### config.mk
export PLATFORM = sky130hd
export DESIGN_NAME = ultrasonic_ctrl_flat
export DESIGN_NICKNAME = d
export VERILOG_FILES = /design/src/rtl/ultrasonic_ctrl_if.sv /design/src/rtl/ultrasonic_ctrl.sv /design/src/flat_wrapper.sv
export SDC_FILE = /design/constraint.sdc
export NUM_CORES = 1
export LEC_CHECK = 0
export BUFFER_PORTS_ARGS = -buffer_cell sky130_fd_sc_hd__buf_2
export CAP_MARGIN = 20
export CORE_ASPECT_RATIO = 0.75
export CORE_MARGIN = 1
export CORE_UTILIZATION = 55
export DETAILED_ROUTE_END_ITERATION = 7
export GPL_TIMING_DRIVEN = 0
export HOLD_SLACK_MARGIN = 0.1
export PLACE_DENSITY = 0.76
export SYNTH_ARGS = -nofsm -noshare
export SYNTH_HDL_FRONTEND = slang
export SYNTH_SLANG_ARGS = --single-unit
export TNS_END_PERCENT = 5
### constraint.sdc
create_clock -name clk_in -period 2.25 [get_ports clk_in]
set_input_delay 0.3375 -clock clk_in [delete_from_list [all_inputs] [get_ports clk_in]]
set_output_delay 0.3375 -clock clk_in [all_outputs]
set_load 0.05 [all_outputs]
### src/rtl/ultrasonic_ctrl_if.sv
// Pin-level bundle between the ultrasonic ranger sequencer and its user.
// master drives start/echo, slave is the sequencer.
interface ultrasonic_ctrl_if;
   logic       start;
   logic       echo;
   logic       trig;
   logic       busy;
   logic [8:0] distance;
   logic       valid;
   logic       timeout;

   modport master (
      output start, echo,
      input  trig, busy, distance, valid, timeout
   );

   modport slave (
      input  start, echo,
      output trig, busy, distance, valid, timeout
   );
endinterface

### src/rtl/ultrasonic_ctrl.sv
// HC-SR04 measurement sequencer: trigger pulse, echo timing in cm, period guard.
// Define ULTRASONIC_AUTO_EN for free-running measurements without start.
module ultrasonic_ctrl #(
   parameter int TRIG_CYCLES   = 250,
   parameter int CM_CYCLES     = 1450,
   parameter int MAX_CM        = 400,
   parameter int WAIT_LIMIT    = 500000,
   parameter int PERIOD_CYCLES = 1500000
) (
   input  logic              clk_in,
   input  logic              rst_n,
   ultrasonic_ctrl_if.slave  bus
);

   localparam int C1  = (TRIG_CYCLES > WAIT_LIMIT) ? TRIG_CYCLES : WAIT_LIMIT;
   localparam int CMX = (C1 > CM_CYCLES) ? C1 : CM_CYCLES;
   localparam int CW  = $clog2(CMX + 1);
   localparam int PW  = $clog2(PERIOD_CYCLES + 1);

   localparam logic [CW-1:0] TRIG_LAST = CW'(TRIG_CYCLES - 1);
   localparam logic [CW-1:0] WAIT_LAST = CW'(WAIT_LIMIT - 1);
   localparam logic [CW-1:0] CM_LAST   = CW'(CM_CYCLES - 1);
   localparam logic [PW-1:0] PER_MAX   = PW'(PERIOD_CYCLES);
   localparam logic [8:0]    MAX_D     = 9'(MAX_CM);

   typedef enum logic [2:0] {
      IDLE,
      TRIG,
      WAIT_ECHO,
      MEASURE,
      HOLDOFF
   } state_e;

   state_e          state_q, state_d;
   logic [CW-1:0]   cnt_q, cnt_d;
   logic [8:0]      cm_q, cm_d;
   logic [PW-1:0]   per_q, per_d;
   logic            echo_m_q, echo_s_q, echo_d_q;
   logic [8:0]      dist_q, dist_d;
   logic            tout_q, tout_d;
   logic            valid_q, valid_d;
   logic            rise, fall;

   assign rise = echo_s_q & ~echo_d_q;
   assign fall = ~echo_s_q & echo_d_q;

   always_ff @(posedge clk_in) begin
      if (!rst_n) begin
         state_q  <= IDLE;
         cnt_q    <= '0;
         cm_q     <= '0;
         per_q    <= '0;
         echo_m_q <= 1'b0;
         echo_s_q <= 1'b0;
         echo_d_q <= 1'b0;
         dist_q   <= '0;
         tout_q   <= 1'b0;
         valid_q  <= 1'b0;
      end else begin
         state_q  <= state_d;
         cnt_q    <= cnt_d;
         cm_q     <= cm_d;
         per_q    <= per_d;
         echo_m_q <= bus.echo;
         echo_s_q <= echo_m_q;
         echo_d_q <= echo_s_q;
         dist_q   <= dist_d;
         tout_q   <= tout_d;
         valid_q  <= valid_d;
      end
   end

`ifdef ULTRASONIC_AUTO_EN
   logic unused_start;
   assign unused_start = bus.start;
`endif

   always_comb begin
      state_d = state_q;
      cnt_d   = cnt_q;
      cm_d    = cm_q;
      per_d   = (per_q == PER_MAX) ? per_q : per_q + 1'b1;
      dist_d  = dist_q;
      tout_d  = tout_q;
      valid_d = 1'b0;
      unique case (state_q)
         IDLE: begin
`ifdef ULTRASONIC_AUTO_EN
            state_d = TRIG;
            cnt_d   = '0;
            per_d   = '0;
`else
            if (bus.start) begin
               state_d = TRIG;
               cnt_d   = '0;
               per_d   = '0;
            end
`endif
         end
         TRIG: begin
            if (cnt_q == TRIG_LAST) begin
               state_d = WAIT_ECHO;
               cnt_d   = '0;
            end else begin
               cnt_d = cnt_q + 1'b1;
            end
         end
         WAIT_ECHO: begin
            // the rise cycle itself is the first counted high cycle
            if (rise) begin
               state_d = MEASURE;
               cnt_d   = CW'(1);
               cm_d    = '0;
            end else if (cnt_q == WAIT_LAST) begin
               state_d = HOLDOFF;
               dist_d  = '0;
               tout_d  = 1'b1;
               valid_d = 1'b1;
            end else begin
               cnt_d = cnt_q + 1'b1;
            end
         end
         MEASURE: begin
            if (cm_q == MAX_D) begin
               state_d = HOLDOFF;
               dist_d  = MAX_D;
               tout_d  = 1'b1;
               valid_d = 1'b1;
            end else if (fall) begin
               state_d = HOLDOFF;
               dist_d  = cm_q;
               tout_d  = 1'b0;
               valid_d = 1'b1;
            end else if (cnt_q == CM_LAST) begin
               cnt_d = '0;
               cm_d  = cm_q + 1'b1;
            end else begin
               cnt_d = cnt_q + 1'b1;
            end
         end
         HOLDOFF: begin
`ifdef ULTRASONIC_AUTO_EN
            // leave one cycle early so trig rises exactly every period
            if (per_q >= PER_MAX - 1'b1) begin
               state_d = TRIG;
               cnt_d   = '0;
               per_d   = '0;
            end
`else
            if (per_q == PER_MAX) begin
               state_d = IDLE;
            end
`endif
         end
         default: begin
            state_d = IDLE;
         end
      endcase
   end

   assign bus.trig     = (state_q == TRIG);
   assign bus.busy     = (state_q != IDLE);
   assign bus.distance = dist_q;
   assign bus.valid    = valid_q;
   assign bus.timeout  = tout_q;

endmodule
### src/flat_wrapper.sv
// flat-port wrapper written by rule: the top's interface ports become plain ports
module ultrasonic_ctrl_flat 
#(
   parameter int TRIG_CYCLES   = 250,
   parameter int CM_CYCLES     = 1450,
   parameter int MAX_CM        = 400,
   parameter int WAIT_LIMIT    = 500000,
   parameter int PERIOD_CYCLES = 1500000
)
  (clk_in, rst_n, bus_start, bus_echo, bus_trig, bus_busy, bus_distance, bus_valid, bus_timeout);
  ultrasonic_ctrl_if bus_i ();
  input  logic clk_in;
  input  logic rst_n;
  input wire logic [$bits(bus_i.start)-1:0] bus_start;
  input wire logic [$bits(bus_i.echo)-1:0] bus_echo;
  output wire logic [$bits(bus_i.trig)-1:0] bus_trig;
  output wire logic [$bits(bus_i.busy)-1:0] bus_busy;
  output wire logic [$bits(bus_i.distance)-1:0] bus_distance;
  output wire logic [$bits(bus_i.valid)-1:0] bus_valid;
  output wire logic [$bits(bus_i.timeout)-1:0] bus_timeout;
  assign bus_i.start = bus_start;
  assign bus_i.echo = bus_echo;
  assign bus_trig = bus_i.trig;
  assign bus_busy = bus_i.busy;
  assign bus_distance = bus_i.distance;
  assign bus_valid = bus_i.valid;
  assign bus_timeout = bus_i.timeout;
  ultrasonic_ctrl #(.TRIG_CYCLES(TRIG_CYCLES), .CM_CYCLES(CM_CYCLES), .MAX_CM(MAX_CM), .WAIT_LIMIT(WAIT_LIMIT), .PERIOD_CYCLES(PERIOD_CYCLES)) u_core (.clk_in(clk_in), .rst_n(rst_n), .bus(bus_i));
endmodule
* After elaboration in Yosys (flattened, before gate mapping)
Index checks and enable logic that the tools add are counted. Widths: inputs -> output; s select.
Word-level totals: bits in registers 66, output and inout bits 13, logic and storage cells 85
Operators by class: add/sub/neg operators 3, equality and inequality tests 21, muxes and demuxes 39, bitwise operators 4, reduce and logical (&&, ||, !) cells 8
Operators by type and width (number):
- $mux 19 | 7
- $pmux 19 s4 | 1
- $mux 9 | 8
- $mux 21 | 3
- $pmux 9 s2 | 2
- $add 21x1->21 const B | 1
- $eq 21x21->1 const B | 1
- $mux 3 | 7
- $add 19x1->19 const B | 1
- $eq 19x11->1 const B | 1
- $eq 19x19->1 const B | 1
- $eq 19x8->1 const B | 1
- $pmux 3 s5 | 1
- $reduce_and 5->1 | 3
- $ne 2x1->1 const B | 5
- $add 9x1->9 const B | 1
- $eq 9x9->1 const B | 1
- $mux 1 | 8
- $ne 2x2->1 const B | 4
- $eq 3x2->1 const B | 2
- $ne 3x1->1 const B | 2
- $pmux 1 s2 | 2
- $reduce_and 4->1 | 1
- $reduce_bool 4->1 | 1
- 8 further kinds | 10

* Logic depth before layout (Yosys ltp)
Gate-level depths: netlist (run 1).
depth in word-level cells 5, gate-level depth with buffers 9, mapped depth without buffers 8

* Least setup slack after synthesis (run 1)
No wires, ideal clock.
kind flip-flop to flip-flop, start reg u_core.state_q[0], end reg u_core.cnt_q[13], arrival 2.673 ns, path slack -0.529 ns, cell stages (with the launch flop) 7, buffers on the path 1, path through dfxtp_1 > buf_6 > nor3b_1 > a21oi_1 > o211ai_2 > nand3_1 > o311ai_0
On the way: cells in the longest elaborated chain, start to end 3, elaborated cells between the ends (all ways) 11
RTL lines:
- start, declared | line ultrasonic_ctrl.sv:34 | state_e state_q, state_d;
- start signal, assigned | line ultrasonic_ctrl.sv:60 | state_q <= state_d;
- $eq 3x1->1 (*)
- via bus_trig | line flat_wrapper.sv:16 | output wire logic [$bits(bus_i.trig)-1:0] bus_trig;
- $reduce_bool 4->1 (no line)
- $reduce_and 5->1 (no line)
- end signal, assigned | line ultrasonic_ctrl.sv:61 | cnt_q <= cnt_d;
- end, declared | line ultrasonic_ctrl.sv:35 | logic [CW-1:0] cnt_q, cnt_d;
The timed path passes the listed nets; every way through them passes the cells marked *. A chain may end at the register's enable or synchronous reset.

* Worst setup path in the final report (run 1)
start reg u_core.cm_q[0], end reg u_core.cnt_q[2]
On the way: cells in the longest elaborated chain, start to end 3
RTL lines:
- start, declared | line ultrasonic_ctrl.sv:36 | logic [8:0] cm_q, cm_d;
- start signal, assigned | line ultrasonic_ctrl.sv:62 | cm_q <= cm_d;
- $eq 9x9->1 | line ultrasonic_ctrl.sv:124 | if (cm_q == MAX_D) begin
- $ne 2x2->1 (no line)
- $reduce_and 5->1 (no line)
Every way passes these cells.

==> results of run 1 <==
metal layers:
layer,vias up,share of wire (%),global-route usage (%)
met5,-,0,0
met4,0,1.4,7.12
met3,18,5.7,7.19
met2,104,47,38.1
met1,1487,46,35.8
li1,1498,-,-
layout make-up:
cell class / count / area (µm²)
buffer: 16 / 106
clock buffer: 11 / 151
clock inverter: 5 / 52.6
fill: 456 / 1770
inverter: 10 / 37.5
multi-input combinational: 306 / 2150
sequential: 66 / 1340
tap: 78 / 97.6
timing repair buffer: 30 / 188
what timing repair did:
action / 4_1_cts / 5_1_grt
endpoints found under the setup margin: 28 / 31
gates resized for setup: 19 / 50
setup buffers: 7 / 8
pin swaps: 5 / 14
kinds of logic after synthesis:
kind of cell / count (synthesis) / share of synthesized area [%]
buffers and inverters: 29 / 4.25
muxes: 1 / 0.296
adders and majority gates: 6 / 2.22
xor gates and xnor gates: 28 / 7.25
DFF: 66 / 39.0
AOI/OAI and AO/OA: 64 / 13.6
and+or+nand+nor: 207 / 33.3
sequential cells by signal, summed over array words and instances, names as in the netlist, 3 cells and up:
register / count
u_core.cnt_q: 19
u_core.per_q: 21
u_core.cm_q: 9
u_core.bus.distance: 9
u_core.state_q: 3
report_power, final:
part           switching [mW]  total [mW]  internal, mW
Clock                   0.450        1.02         0.566
Sequential             0.0602        1.28          1.22
Combinational           0.632        1.04         0.407
Total                    1.14        3.33          2.19
worst max-delay path, cell delays in order (launching register included):
cell and delay, ps:
dfxtp_4 390, inv_2 60, ha_4 160, nand4bb_4 110, o41ai_4 110, a311o_2 420
buf_4 140, buf_4 130, buf_6 150, nor3b_2 220, xnor2_1 150, nor2_1 50
worst paths after layout:
| check | from | end | slack [ps] | cells past startpoint |
|---|---|---|---|---|
| worst max-delay path | u_core.cm_q[0] | u_core.cnt_q[2] | 70 | 11 |
| worst min-delay path | bus_echo | u_core.echo_m_q | 210 | 2 |
| worst max register to register | u_core.cm_q[0] | u_core.cnt_q[2] | 70 | 11 |
| worst min register to register | u_core.echo_m_q | u_core.echo_s_q | 440 | 1 |
per-stage QoR:
stage / cells / worst slack, ps
CTS: 516 / 1.52
floorplan: 401 / -0.0533
finish: 522 / 69.2
detailed placement: 494 / -295
global placement: 494 / -242
global route: 522 / -42.4
placed cells by master (no fill, tap or decap), types with 5 or more instances in the layout:
cell,n
dfxtp_1,57
nor2_1,38
nand2_1,36
nand3_1,27
buf_4,19
buf_2,16
xnor2_1,16
nor2b_1,13
a21oi_1,13
o21ai_0,12
xor2_1,12
clkbuf_8,11
or3_1,10
nand4_1,10
a22oi_1,10
inv_1,8
nor3_1,8
clkbuf_1,7
nor3_2,7
dfxtp_2,7
and3_1,5
and2_1,5
ha_1,5
==> flow_summary.ini, run 1 <==
[power_and_ir_drop]
power_mw = 3.33
power_density_nw_per_um2 = 809
ir_drop_uv = 492
leakage_nw = 1.43

[critical_path]
crit_type = reg2reg
cp-end-kind = flop
crit_required_ps = 2480
cp_max_fo = 10
start_kind = flop
arrival_ps = 2410

[synthesis]
syn_inst = 401
syn-num-nets = 411
async_reset_ff_share_pct = 0
synth-edff-count = 0
yosysMostFrequentCell = dfxtp_1
ys_ff_latch = 66
syn_area_per_cell_um2 = 8.44
synth_top_area_share_pct = 39.0
synth.top_cells.by_count = dfxtp_1, nor2_1, nand2_1
yosys.area.top_type = dfxtp_1
synth.distinct_cells = 61
yosysWarnings = 0
yosysSeqAreaShare_pct = 39.0
netlist_area_um2 = 3380
netlist_top_cells_area = dfxtp_1, nor2_1, nand3_1
ys.flop_type = dfxtp_1

[final_layout]
final_util_pct = 70.0
nNetsFinal = 449
postLayoutCellArea_um2 = 4120
drive_gt1_share_pct = 26.1
antenna_cells = 0
syn2layout_area_growth_pct = 21.7

[timing]
worst_pin_slew_ps = 602
setup_viol = 0
fin_crit_ps = 2180
setup_tns_ps = 0
clock_skew_ps = 9.67
whs_ps = 206
hold_viol_final = 0
fmax_ghz = 0.459
relSlewSlack_pct = 59.5
maxSlewViolCount = 0
grt_setup_unrepaired = yes
min_period_over_period_pct = 96.9

[route]
final_antenna_net_count = 0
num_vias = 3107
first_pass_iters = 5
routed_wl_um = 8130
drc_errors = 0
dr.first_iter.drc_count = 292
wl_per_cell_um = 15.6
post_drt_via_cell_ratio = 5.95

[clock_network]
cts.sinks = 66
clkLatencyLatePin_ps = 350
htreeDepth = 3
cts_tree = built
cts.path.max_buffers = 2
clkTransAtPathRegs_ps = 70
hold_buffers = 0
clockRootBuffer = clkbuf_8
numCtsBuffers = 9

[floorplan]
core-area_um2 = 5890
die_area_um2 = 6470
dieWidth_um = 92.6
start_util_pct = 57.5
ioPinCount = 17
num_rows = 24
die_h_um = 69.9

[run]
maxCapViolations = 0

[hold_path]
hold_class = in2reg

[place]
dpl-instance-area_um2 = 3560
dp_hpwl_um = 5310
place.port_buffers = 15
gp_congestion = 0.873

[grt]
grt_util_all_layers_pct = 25.4
grt_pass1_wl_um = 12900
grt_max_degree = 12
grt_pass1_vias = 2728
antenna_found_initial = 0
overflow = 0

[run_status]
status = finished, final reports clean
(Power assumes the default switching activity.)
==> run 2, diff against run 1 <==
MAX_ROUTING_LAYER = met4   (was not set)
==> run 2 against run 1 <==
First-iteration DRC count up 29%. Via count fell by 1.8%. Critical endpoint is now u_core.bus.timeout. Worst setup slack worse by 12 ps. Final area hardly changed. Critical path type unchanged. Non-clock buffer count did not move. Hold slack gained 1.2 ps. Fmax is 0.55% lower. Routed wire length fell by 0.69%.
==> flow_summary.ini, run 2 (synthesis gave the netlist of run 1 again) <==
[run_status]
status = finished, final reports clean

[critical_path]
crit_required_ps = 2520
start_kind = flop
cpMostUsedCell = buf_4
crit_type = reg2reg
reg2regPathDepth = 10
cp.depth = 10
slowest_delay_ps = 410
crit_family = compound AO/OA/AOI/OAI gates
crit_path_cell_trace = inv_2, ha_4, nand4bb_4, o41ai_4, buf_4, a21oi_2, a21o_1, buf_4, nor2b_1, nor3b_1
arrival_ps = 2460
cp_max_fo = 10
cp.buffers_inverters = 3
cp_slowest_cell = o41ai_4
cp-end-kind = flop

[timing]
hold_viol_final = 0
min_period_over_period_pct = 97.5
fin_crit_ps = 2190
fmax_ghz = 0.456
setup_viol = 0
clock_skew_ps = 8.29
setup_tns_ps = 0
maxSlewViolCount = 0
relSlewSlack_pct = 59.4
worst_pin_slew_ps = 604
grt_setup_unrepaired = yes
setup_ws_ps = 57.2

[grt]
grt_max_degree = 12
antenna_found_initial = 0
grt_util_all_layers_pct = 26.3
grt_pass1_wl_um = 12900
grt_pass1_vias = 2729
overflow = 0

[floorplan]
num_rows = 24
start_util_pct = 57.5
ioPinCount = 17
die_area_um2 = 6470
dieWidth_um = 92.6
core-area_um2 = 5890
die_h_um = 69.9

[route]
num_vias = 3051
wl_per_cell_um = 15.5
post_drt_via_cell_ratio = 5.84
drc_errors = 0
routed_wl_um = 8080
first_pass_iters = 5
dr.first_iter.drc_count = 376
final_antenna_net_count = 0

[clock_network]
clkTransAtPathRegs_ps = 70
htreeDepth = 3
cts.sinks = 66
clockRootBuffer = clkbuf_8
clkLatencyLatePin_ps = 340
numCtsBuffers = 9
cts.path.max_buffers = 2
cts_tree = built

[final_layout]
reg_top3 = u_core.per_q (21), u_core.cnt_q (19)
layout.cells.non_filler = 522
nNetsFinal = 449
final_cell_mix = dfxtp_1, nor2_1, nand2_1
drive_gt1_share_pct = 26.1
layout_commonest_cell = dfxtp_1
largest_register_ffs = 21
syn2layout_area_growth_pct = 21.8
largest_register = u_core.per_q
antenna_cells = 0

[place]
place.port_buffers = 15
dp_cells = 494
gp_congestion = 0.887
dp_hpwl_um = 5310
dp_slack_ps = -295

[hold_path]
hold_class = in2reg
holdPathStages = 2

[power_and_ir_drop]
ir_drop_uv = 495
leakage_nw = 1.43
power_density_nw_per_um2 = 805

[run]
maxCapViolations = 0
[run 2: power by group]
| group | switching [mW] | total (mW) | internal [mW] |
|---|---|---|---|
| clock network | 0.445 | 1.01 | 0.566 |
| logic | 0.627 | 1.03 | 0.407 |
| registers | 0.0591 | 1.27 | 1.22 |
| total | 1.13 | 3.32 | 2.19 |
[run 2: per-stage QoR]
step	area [µm²]	power, mW	utilization [%]	hold WS (ps)
6_report	4120	3.32	70.0	207
3_5_place_dp	3560	2.08	60.5	420
5_1_grt	4120	3.50	70.0	223
4_1_cts	3890	3.20	66.2	199
2_1_floorplan	3390	1.90	-	412
3_3_place_gp	3560	2.06	60.5	423
[run 2: layer usage]
metal / vias up / track usage (%) / part of all wire (%)
met5: - / - / 0
met4: 0 / 7.64 / 1.9
met3: 19 / 7.19 / 6.1
met2: 92 / 38.3 / 47
met1: 1440 / 35.6 / 45
li1: 1500 / - / -
[run 2: worst paths after layout]
kind / start / slack (ps) / to
worst max-delay path: u_core.cm_q[0] / 60 / u_core.bus.timeout
worst min-delay path: bus_echo / 210 / u_core.echo_m_q
worst max register to register: u_core.cm_q[0] / 60 / u_core.bus.timeout
worst min register to register: u_core.echo_m_q / 440 / u_core.echo_s_q
[run 2: worst register-to-register path, cell delays in order, from the launching register on]
cell and delay (ps):
dfxtp_4 370, inv_2 70, ha_4 130, nand4bb_4 140
o41ai_4 410, buf_4 200, a21oi_2 100, a21o_1 200
buf_4 180, nor2b_1 140, nor3b_1 160
[run 2: timing repair]
action                     CTS  global route
setup buffers                7             8
setup endpoints to repair   28            31
pin swaps                    5            14
gates resized for setup     19            51
hold buffers                 0             0
[run 2: final cells by class]
cell class	instances	area, µm²
buffer	16	110
fill	456	1760
timing repair buffer	30	188
clock inverter	5	52.6
clock buffer	11	151
multi-input combinational	306	2150
tap	78	97.6
sequential	66	1340
inverter	10	37.5
==> run 3, diff against run 2 <==
ABC_CLOCK_PERIOD_IN_PS = 2250   (was not set)
CORE_UTILIZATION = 57   (was 55)
CTS_BUF_LIST = sky130_fd_sc_hd__clkbuf_2 sky130_fd_sc_hd__clkbuf_4 sky130_fd_sc_hd__clkbuf_8   (was not set)
PLACE_DENSITY = 0.78   (was 0.76)
==> run 3 against run 2 <==
Via count fell by 0.23%. Sequential power barely moved. Critical endpoint is now u_core.cnt_q[0]. Highest routed layer unchanged. First-iteration DRC count fell by 59%. Utilization rose by 2.5 points. Sequential share of layout area rose by 1.2 points.
==> flow_summary.ini, run 3 (synthesis gave the netlist of run 1 again) <==
[power_and_ir_drop]
p_comb_share_pct = 31.7
power.switching_mw = 1.07
seq_power_share_pct = 40.6
ir_drop_uv = 412
switching_share_pct = 33.8
leakage_nw = 1.40
power_density_nw_per_um2 = 787
clock_power_share_pct = 27.7
intPower_mw = 2.09
power_mw = 3.15

[grt]
gr-max-usage-layer = met2
grt_util_all_layers_pct = 25.5
use_met3_pct = 6.80
grt_pass1_wl_um = 12000
grt_max_degree = 11
overflow = 0
gr-usage-met2_pct = 39.7
antenna_found_initial = 0
use_met1_pct = 32.4
grt_pass1_vias = 2615

[timing]
relSlewSlack_pct = 60.3
min_period_over_period_pct = 98.2
fin_crit_ps = 2210
setup_tns_ps = 0
worst_pin_slew_ps = 590
grt_setup_unrepaired = yes
setup_viol = 0
fmax_ghz = 0.452
maxSlewViolCount = 0
hold_viol_final = 0
clock_skew_ps = 8.16

[floorplan]
core-area_um2 = 5530
die_area_um2 = 6250
ioPinCount = 17
num_rows = 23
dieWidth_um = 91.0
die_h_um = 68.7
start_util_pct = 61.3

[final_layout]
antenna_cells = 0
largest_register = u_core.per_q
layout_commonest_cell = dfxtp_1
final_cell_mix = dfxtp_1, nor2_1, nand2_1
largest_register_ffs = 21
drive_gt1_share_pct = 23.8
reg_top3 = u_core.per_q (21), u_core.cnt_q (19)
syn2layout_area_growth_pct = 18.3
nNetsFinal = 454
n_fill_cell = 438

[route]
wl_per_cell_um = 15.0
first_pass_iters = 4
drc_errors = 0
final_antenna_net_count = 0
num_vias = 3044
dr.first_iter.drc_count = 156
routed_wl_um = 7830
post_drt_via_cell_ratio = 5.84

[critical_path]
cp-end-kind = flop
cp_max_fo = 7
crit_required_ps = 2520
arrival_ps = 2480
crit_type = reg2reg
reg2regPathDepth = 8
start_kind = flop
rrSetupSlack_ps = 40

[run_status]
status = finished, final reports clean

[clock_network]
cts.path.max_buffers = 2
numCtsBuffers = 9
clockRootBuffer = clkbuf_8
clkLatencyLatePin_ps = 340
cts_tree = built
htreeDepth = 3
clkTransAtPathRegs_ps = 70
cts.sinks = 66

[hold_path]
hold_class = in2reg
holdPathStages = 2

[place]
gp_congestion = 0.900
place.port_buffers = 15
dp_hpwl_um = 5160

[run]
maxCapViolations = 0
run 3: path summary, 6_finish.rpt:
check                        from               to
setup / recovery  u_core.cnt_q[0]  u_core.cnt_q[0]
hold reg to reg   u_core.echo_m_q  u_core.echo_s_q
hold / removal           bus_echo  u_core.echo_m_q
setup reg to reg  u_core.cnt_q[0]  u_core.cnt_q[0]
run 3: stage by stage:
step | instances | instance area, µm² | hold slack [ps] | utilization [%] | setup slack, ps
CTS | 509 | 3810 | 191 | 69.0 | -11.7
global route | 521 | 4010 | 195 | 72.5 | -61.1
detailed placement | 491 | 3560 | 430 | 64.4 | -208
floorplan | 401 | 3390 | 412 | - | -0.0533
finish | 521 | 4010 | 204 | 72.5 | 40.0
global placement | 491 | 3560 | 425 | 64.4 | -187
run 3: timing repair:
action / in CTS / in global routing
hold buffers: 0 / 0
setup endpoints to repair: 20 / 32
endpoints found under the hold margin: 0 / 0
resized for setup: 12 / 34
cloned: 0 / 0
buffers inserted: 6 / 13
pin swaps: 4 / 16
run 3: critical path, cell delays in order, from the launching register on:
cell and delay (ps):
dfxtp_4 360, ha_2 190, and3_4 200, and2_4 180, and3_1 160, buf_4 150, or2_4 260, or4_1 500
o21ai_1 150
run 3: power by group through the flow:
stage	logic (mW)	clock network (mW)	registers (mW)
after floorplan	0.593	0	1.31
after global placement	0.774	0	1.29
after detailed placement	0.785	0	1.30
after CTS	0.888	0.900	1.27
after global routing	1.07	0.941	1.29
final	0.998	0.874	1.28
run 3: layer usage:
| layer | up-vias | wire (µm) |
|---|---|---|
| li1 | 1510 | - |
| met1 | 1454 | 3810 |
| met2 | 68 | 3570 |
| met3 | 12 | 351 |
| met4 | 0 | 100 |
| met5 | - | 0 |
run 3: final cells by class:
class / instances / area, µm² / area share [%]
plain buffers: 17 / 98.8 / 2.47
inverters: 10 / 40.0 / 1.00
multi-input cells: 306 / 2040 / 51.0
flip-flops and latches: 66 / 1350 / 33.6
repair buffers: 34 / 218 / 5.44
well taps: 75 / 93.8 / 2.34
clock buffers: 13 / 166 / 4.15
